### src/rtl/random_led_frame_gen.sv
// Random single-LED frame generator: picks a pseudo-random LED and offers a
// packed colour frame (static, blink or fade) to the array serializer.
module random_led_frame_gen #(
  parameter int          N_LEDS    = 5,
  parameter int          CH_W      = 8,
  parameter int          SEL_W     = 3,
  parameter logic [15:0] LFSR_SEED = 16'hACE1,
  parameter int          NO_REPEAT = 1,
  parameter int          FADE_STEP = 16
) (
  input  logic                     clock,
  input  logic                     reset,
  input  logic                     gerar_jogada,
  input  logic                     tick,
  input  logic [1:0]               modo,
  input  logic [3*CH_W-1:0]        cor_led,
  input  logic                     frame_ready,
  output logic                     frame_valid,
  output logic [N_LEDS*3*CH_W-1:0] frame,
  output logic [SEL_W-1:0]         position_led,
  output logic                     busy
);

  localparam int              PIX_W    = 3*CH_W;
  localparam logic [15:0]     SEED     = (LFSR_SEED == 16'h0000) ? 16'h0001 : LFSR_SEED;
  localparam logic [SEL_W:0]  N_SEL    = (SEL_W+1)'(N_LEDS);
  localparam logic [SEL_W-1:0] LAST_POS = SEL_W'(N_LEDS-1);
  localparam logic [4:0]      MAX_RETRY = 5'd16;

  typedef enum logic [1:0] {IDLE, PICK, LOAD, WAIT_ACK} state_t;

  state_t           state;
  logic [15:0]      lfsr;
  logic [CH_W-1:0]  lvl;
  logic             phase;
  logic             pend_j;
  logic             pend_r;
  logic [4:0]       retry;
  logic [SEL_W-1:0] cand;
  logic [SEL_W-1:0] next_pos;
  logic             cand_ok;
  logic [PIX_W-1:0] lit;
  logic [N_LEDS*PIX_W-1:0] next_frame;

  function automatic logic [CH_W-1:0] fade_ch(input logic [CH_W-1:0] cin,
                                               input logic [CH_W-1:0] l);
    logic [2*CH_W:0] prod;
    prod = (2*CH_W+1)'(cin) * ((2*CH_W+1)'(l) + (2*CH_W+1)'(1));
    return CH_W'(prod >> CH_W);
  endfunction

  function automatic logic [CH_W-1:0] fade_dec(input logic [CH_W-1:0] l);
    int v;
    v = int'(l) - FADE_STEP;
    return (v <= 0) ? '0 : CH_W'(v);
  endfunction

  function automatic logic [PIX_W-1:0] scale_pix(input logic [PIX_W-1:0] cin,
                                                 input logic [1:0] m,
                                                 input logic ph,
                                                 input logic [CH_W-1:0] l);
    logic [PIX_W-1:0] px;
    px = cin;
    for (int j = 0; j < 3; j++) begin
      case (m)
        2'b01:   px[j*CH_W +: CH_W] = ph ? cin[j*CH_W +: CH_W] : '0;
        2'b10:   px[j*CH_W +: CH_W] = fade_ch(cin[j*CH_W +: CH_W], l);
        default: px[j*CH_W +: CH_W] = cin[j*CH_W +: CH_W];
      endcase
    end
    return px;
  endfunction

  // Galois form of x^16+x^14+x^13+x^11+1, free-running
  always_ff @(posedge clock or negedge reset) begin
    if (!reset) lfsr <= SEED;
    else        lfsr <= {1'b0, lfsr[15:1]} ^ (lfsr[0] ? 16'hB400 : 16'h0000);
  end

  always_comb begin
    cand     = lfsr[SEL_W-1:0];
    cand_ok  = ({1'b0, cand} < N_SEL) && !((NO_REPEAT != 0) && (cand == position_led));
    next_pos = (position_led == LAST_POS) ? '0 : position_led + 1'b1;
    lit      = scale_pix(cor_led, modo, phase, lvl);
    next_frame = '0;
    for (int i = 0; i < N_LEDS; i++) begin
      if (position_led == SEL_W'(i)) next_frame[i*PIX_W +: PIX_W] = lit;
    end
  end

  always_ff @(posedge clock or negedge reset) begin
    if (!reset) begin
      state        <= IDLE;
      frame        <= '0;
      frame_valid  <= 1'b0;
      position_led <= '0;
      busy         <= 1'b0;
      lvl          <= '1;
      phase        <= 1'b1;
      pend_j       <= 1'b0;
      pend_r       <= 1'b0;
      retry        <= '0;
    end else begin
      if (state != IDLE) begin
        if (gerar_jogada) pend_j <= 1'b1;
        if (tick)         pend_r <= 1'b1;
      end
      case (state)
        IDLE: begin
          // a pick resets lvl/phase, so any coincident refresh is dropped
          if (gerar_jogada || pend_j) begin
            pend_j <= 1'b0;
            pend_r <= 1'b0;
            busy   <= 1'b1;
            state  <= PICK;
          end else if (tick || pend_r) begin
            pend_r <= 1'b0;
            if (modo == 2'b01) begin
              phase <= ~phase;
              busy  <= 1'b1;
              state <= LOAD;
            end else if (modo == 2'b10) begin
              lvl   <= fade_dec(lvl);
              busy  <= 1'b1;
              state <= LOAD;
            end
          end
        end
        PICK: begin
          if (retry == MAX_RETRY || cand_ok) begin
            position_led <= (retry == MAX_RETRY) ? next_pos : cand;
            lvl          <= '1;
            phase        <= 1'b1;
            retry        <= '0;
            state        <= LOAD;
          end else begin
            retry <= retry + 5'd1;
          end
        end
        LOAD: begin
          frame       <= next_frame;
          frame_valid <= 1'b1;
          state       <= WAIT_ACK;
        end
        WAIT_ACK: begin
          if (frame_ready) begin
            frame_valid <= 1'b0;
            busy        <= 1'b0;
            state       <= IDLE;
          end
        end
        default: state <= IDLE;
      endcase
    end
  end

endmodule

### config.mk
export PLATFORM = sky130hd
export DESIGN_NAME = random_led_frame_gen
export DESIGN_NICKNAME = d
export VERILOG_FILES = /design/src/rtl/random_led_frame_gen.sv
export SDC_FILE = /design/constraint.sdc
export NUM_CORES = 1
export LEC_CHECK = 0
export CAP_MARGIN = 20
export CORE_AREA = 2 2 169 171
export DETAILED_ROUTE_END_ITERATION = 10
export DIE_AREA = 0 0 171 173
export GPL_TIMING_DRIVEN = 0
export PLACE_DENSITY = 0.73
export SLEW_MARGIN = 5
export SYNTH_ARGS = -nofsm -noshare
export SYNTH_HDL_FRONTEND = slang
export SYNTH_SLANG_ARGS = --single-unit
### constraint.sdc
create_clock -name clock -period 5.61 [get_ports clock]
set_input_delay 1.683 -clock clock [delete_from_list [all_inputs] [get_ports clock]]
set_output_delay 1.683 -clock clock [all_outputs]
set_load 0.05 [all_outputs]
## After elaboration in Yosys (flattened, before gate mapping)

Cells that the tools add are included.

- Bits in registers: 159
- Input bits: 31
- Output and inout port bits: 125
- Logic and storage cells: 109

- Add/subtract/negate cells: 4
- Multipliers: 3
- $lt $le $gt $ge: 2
- Eq/ne operators: 20
- Mux-type cells: 50
- Bitwise operators: 2
- Reductions and logical operators: 17

Operators by type and width:

| cell | count |
|---|---|
| $mux 24 | 5 |
| $mux 8 | 9 |
| $pmux 8 s2 | 4 |
| $mul 8x17->16 | 2 |
| $mux 1 | 18 |
| $mul 8x9->16 | 1 |
| $mux 16 | 1 |
| $xor 15x16->16 | 1 |
| $ne 2x2->1 const B | 7 |
| $mux 2 | 6 |
| $add 8x1->9 const B | 1 |
| $le 9x1->1 const B | 1 |
| $sub 8x5->9 const B | 1 |
| $pmux 2 s4 | 1 |
| $reduce_and 4->1 | 2 |
| $reduce_bool 2->1 | 4 |
| $eq 2x2->1 const B | 3 |
| $eq 3x2->1 const B | 2 |
| $mux 3 | 2 |
| $pmux 1 s2 | 3 |
| $reduce_and 6->1 | 1 |
| $add 5x1->5 const B | 1 |
| $eq 5x5->1 const B | 1 |
| $mux 5 | 1 |
| other kinds (16) | 20 |

## Longest topological paths before layout

- Depth after elaboration: 8
- Mapped depth: 18
- Depth with buffers taken out: 17

## Least setup slack after synthesis

OpenSTA, ideal clock, no wires.

- Path kind: input -> register
- Start point: in cor_led[12]
- End point: reg frame[85]
- Setup time: 130 ps
- Arrival time: 5433 ps
- Required time: 5480 ps
- Slack: 48 ps
- Stages: 14
- Path buffers: 0
- Cell sequence: nor2b_1 > fa_1 > ha_1 > inv_1 > fa_1 > fa_1 > inv_1 > ha_1 > a21o_1 > a221o_1 > o21a_1 > or3_1 > a32oi_2 > o2bb2ai_1

- Word-level cells in the longest chain between the ends: 3

RTL lines:

| what | RTL line | text |
|---|---|---|
| start, declared | 16 | `input logic [3*CH_W-1:0] cor_led,` |
| $mul 8x17->16 | 48 | `prod = (2*CH_W+1)'(cin) * ((2*CH_W+1)'(l) + (2*CH_W+1)'(1));` |
| $pmux 8 s2 | 65 | `case (m)` |
| $mux 24 | 87 | `if (position_led == SEL_W'(i)) next_frame[i*PIX_W +: PIX_W] = lit;` |
| end signal, assigned | 141 | `frame <= next_frame;` |
| end, declared | 19 | `output logic [N_LEDS*3*CH_W-1:0] frame,` |

No other way between the ends.
A chain may end at the register's enable or synchronous reset.

## Final worst setup path

- Start point: in cor_led[4]
- End point: reg frame[53]

The elaborated chain is that of the path after synthesis.

==> reports/results.txt <==
The flow ran to the end, and the final reports show no timing, DRC or antenna violations. At the end of routability-driven placement, the weighted congestion stood at 0.852. The logs give 0 for the number of design rule violations left after detail routing and 22.3% for the global routing usage summed across all routing layers. The largest individual stage delay along the critical path comes from the cell fa_1. The number of nets produced by synthesis came out at 1235.

TritonCTS built the clock tree. The tools report the area of the core region as 27600 um^2. In this run the worst path has a maximum fanout of 7. The clock period could shrink to 5.55 ns. The tools report the total number of yosys warnings as 0. The sequential cell area is 3920 um^2. Of the available clock period, the critical path in the final layout requires 98.9%.

Ranked by total cell area, the synthesized netlist is headed by dfrtp_1, ha_1, fa_1, o2bb2ai_1, inv_1. The most frequent standard cell in the layout excluding fill and tap cells was dfrtp_1. Clock skew on the completed layout was measured at 0.0130 ns. After filler insertion, the fill cell instance count of the layout stands at 2535. Detail-routed via count per cell: 5.44. The number of buffers added by the clock tree synthesis step is 17.

The library cell appearing most often on the critical path was fa_1. In this run the count of I/O pins placed on the die edge is 156. The floorplan step set the die width to 171 um. Prior to clock tree synthesis, the placed netlist has a worst setup slack of -1.32 ns. Summed over all instances, the cell type with the most area after synthesis is dfrtp_1. The height of the chip came out at 173 um. The total of flip-flops plus latches after synthesis was 156.

The most used flip-flop cell after synthesis is dfrtp_1. The first global-routing pass estimated 51500 um of wire. The logs give 5 for the length of the first detailed-routing pass in iterations and 5.82 ns for the arrival time reported for the critical path endpoint.

The share of the Yosys chip area taken by registers is 35.9%. The largest net degree at the start of global routing was 114; the clock latency of the later-clocked register in the worst-skew pair was 0.42 ns. Hold repair after CTS inserted 0 buffers.

The run gives 0 as the leftover overflow at the end of global routing. The run gives 13000 um^2 as the area after detailed placement. Static timing analysis puts the maximum clock frequency at 0.180 GHz. Dividing the detail-routed wire length by the instance count gives 19.9 um. The critical path start-end classification was primary input to register. The run gives 1621 as the post-route non-filler standard cell count. Summed over all layers, the routed wires come to 32300 um. The biggest cell delay along the critical path is 0.55 ns. The proportion of layout cells with a drive suffix above 1 is 12.0%, and the detailed placer's ending HPWL is 23600 um. For the worst setup path, the data required time is 5.88 ns. The cell area after synthesis is 10900 um^2. Post-synthesis async set-or-reset flop share: 100%. The class of the tightest hold or removal check was register to register. Counting tap cells, the placed design contains a total of 1571 instances. For the number of slew-limit violations in the final report, the log shows 0.

The worst relative slew slack came out at 33.9%. At the pin with the least slew margin, the transition time is 0.991 ns. Summing all non-filler instances in the final layout gives an area of 14000 um^2. The number of nets at the end of the flow came out at 1428.

The starting DRC count in detailed routing was 689. Setup violations remaining at the end of the flow were counted as 0. The clock drives 156 sinks.

Synthesis handed over a netlist of 1037 instances. Walking the worst path, the cells encountered are buf_2 > nor2b_2 > fa_1 > ha_1 > inv_1 > fa_1 > fa_1 > inv_1 > ha_4 > a21o_1 > a221oi_4 > a21boi_2 > or3_4 > a32oi_4 > buf_12 > o2bb2ai_1. The longest clock path from root to sink contains 2 buffers. Detailed routing inserted a total of 8822 vias.

Setup slack closes at 0.0631 ns. The root buffer cell is clkbuf_16. The number of levels the H-tree was split into was 4; the number of global-route vias before repair was 9074. After synthesis, the netlist uses 75 different library cells. The run gives 61 as the row count. The run gives 6670 um^2 as the total area of multi-input combinational cells. Clock-pin slew was measured on the worst setup and hold paths at 0.07 ns.

The worst setup path is captured at a register. For the final count of hold timing violations, the log shows 0. The library cells used most frequently in the layout, excluding fill and tap cells, are dfrtp_1, clkdlybuf4s50_1, inv_1. The repair_antennas step left the layout with diodes totalling 0. STA classifies the critical path startpoint as a primary input.

The synthesized design contains 0 enable-type register cells. The final antenna-violating net count is 0, and the area growth from synthesis to layout is 28.2%. Area share of the leading cell type in the synthesized netlist: 32.5%.

The run gives 0 as the number of antenna violations at the first check in global routing. Count of input and output buffers: 155. After synthesis, the mean cell area works out to 10.5 um^2.

The run gives 29600 um^2 as the floorplan die area. The initial utilization of the core area, before any placement, comes to 39.5%. Across the run, the number of max-cap violations was 0.
==> Yosys cell counts, drive strengths merged, types with 5 or more instances <==
library cell and count:
dfrtp 142, inv 117, o2bb2ai 113, ha 110, and2 64, fa 57
nor2b 56, nand2 45, clkbuf 41, nor2 27, o21ai 22, a21oi 21
xnor2 16, nor3 15, dfstp 14, xor2 13, or3 12, a21o 11
a22oi 11, nand2b 10, mux2i 9, nand3 9, nand4 8, a32oi 6
buf 6, o31ai 6, nor4 5, o21bai 5
==> state kept, by name (all words and copies together), names as in the netlist, 2 cells and up <==
name / count
frame: 120
lfsr: 16
lvl: 5
retry: 5
position_led: 3
state: 2
==> layer usage <==
layer | vias to the layer above | routed length, um | share of wire [%] | global-route usage [%]
li1 | 4015 | - | - | -
met1 | 4469 | 14100 | 44 | 30.7
met2 | 302 | 15500 | 48 | 35.9
met3 | 36 | 2260 | 7.0 | 5.06
met4 | 0 | 431 | 1.3 | 5.01
met5 | - | 0 | 0 | 0
==> stage by stage <==
step | setup TNS [ns] | utilization (%) | hold slack [ns]
floorplan | 0 | - | 0.331
detailed placement | -91.39 | 47.0 | 0.339
finish | 0 | 50.7 | 0.353
CTS | 0 | 50.2 | 0.349
global route | -0.0148 | 50.7 | 0.352
global placement | -573.69 | 46.9 | 0.335
==> cells by family after synthesis <==
logic type	synth area share, %
AOI/OAI and AO/OA	17.5
buffers and inverters	5.71
xor gates and xnor gates	2.39
DFF	35.9
adders and majority gates	23.0
muxes	1.13
and+or+nand+nor	14.3
==> final cells by class <==
type                    instances  area share, %
flip-flops and latches        156           28.0
multi-input cells             716           47.6
plain buffers                  47           1.66
clock inverters                13           1.11
clock buffers                  19           3.24
inverters                     118           3.16
well taps                     378           3.38
repair buffers                174           11.8
==> final timing paths <==
kind	start	endpoint	slack, ns	depth (start not counted)
hold reg to reg	lfsr[7]	lfsr[6]	0.35	0
min in group asynchronous	reset	lfsr[8]	1.15	1
hold / removal	lfsr[7]	lfsr[6]	0.35	0
setup / recovery	cor_led[4]	frame[53]	0.06	16
setup reg to reg	lvl[4]	frame[53]	0.17	19
max in group asynchronous	reset	frame[90]	3.60	2
==> critical path: cells and delay by family <==
family          cells  cell delay [ns]
compound gates      5             1.06
buf+inv             4             0.44
fa+ha+maj           5             2.09
simple gates        2             0.53
==> repair_timing <==
action                                  4_1_cts  5_1_grt
pin swaps                                    13       13
endpoints found under the setup margin      104       75
buffers inserted                             11        7
resized for setup                           100       59
Power is left out: the tool's default activity adds up to more than one toggle a clock period on the data nets, which glitch-free logic cannot reach.
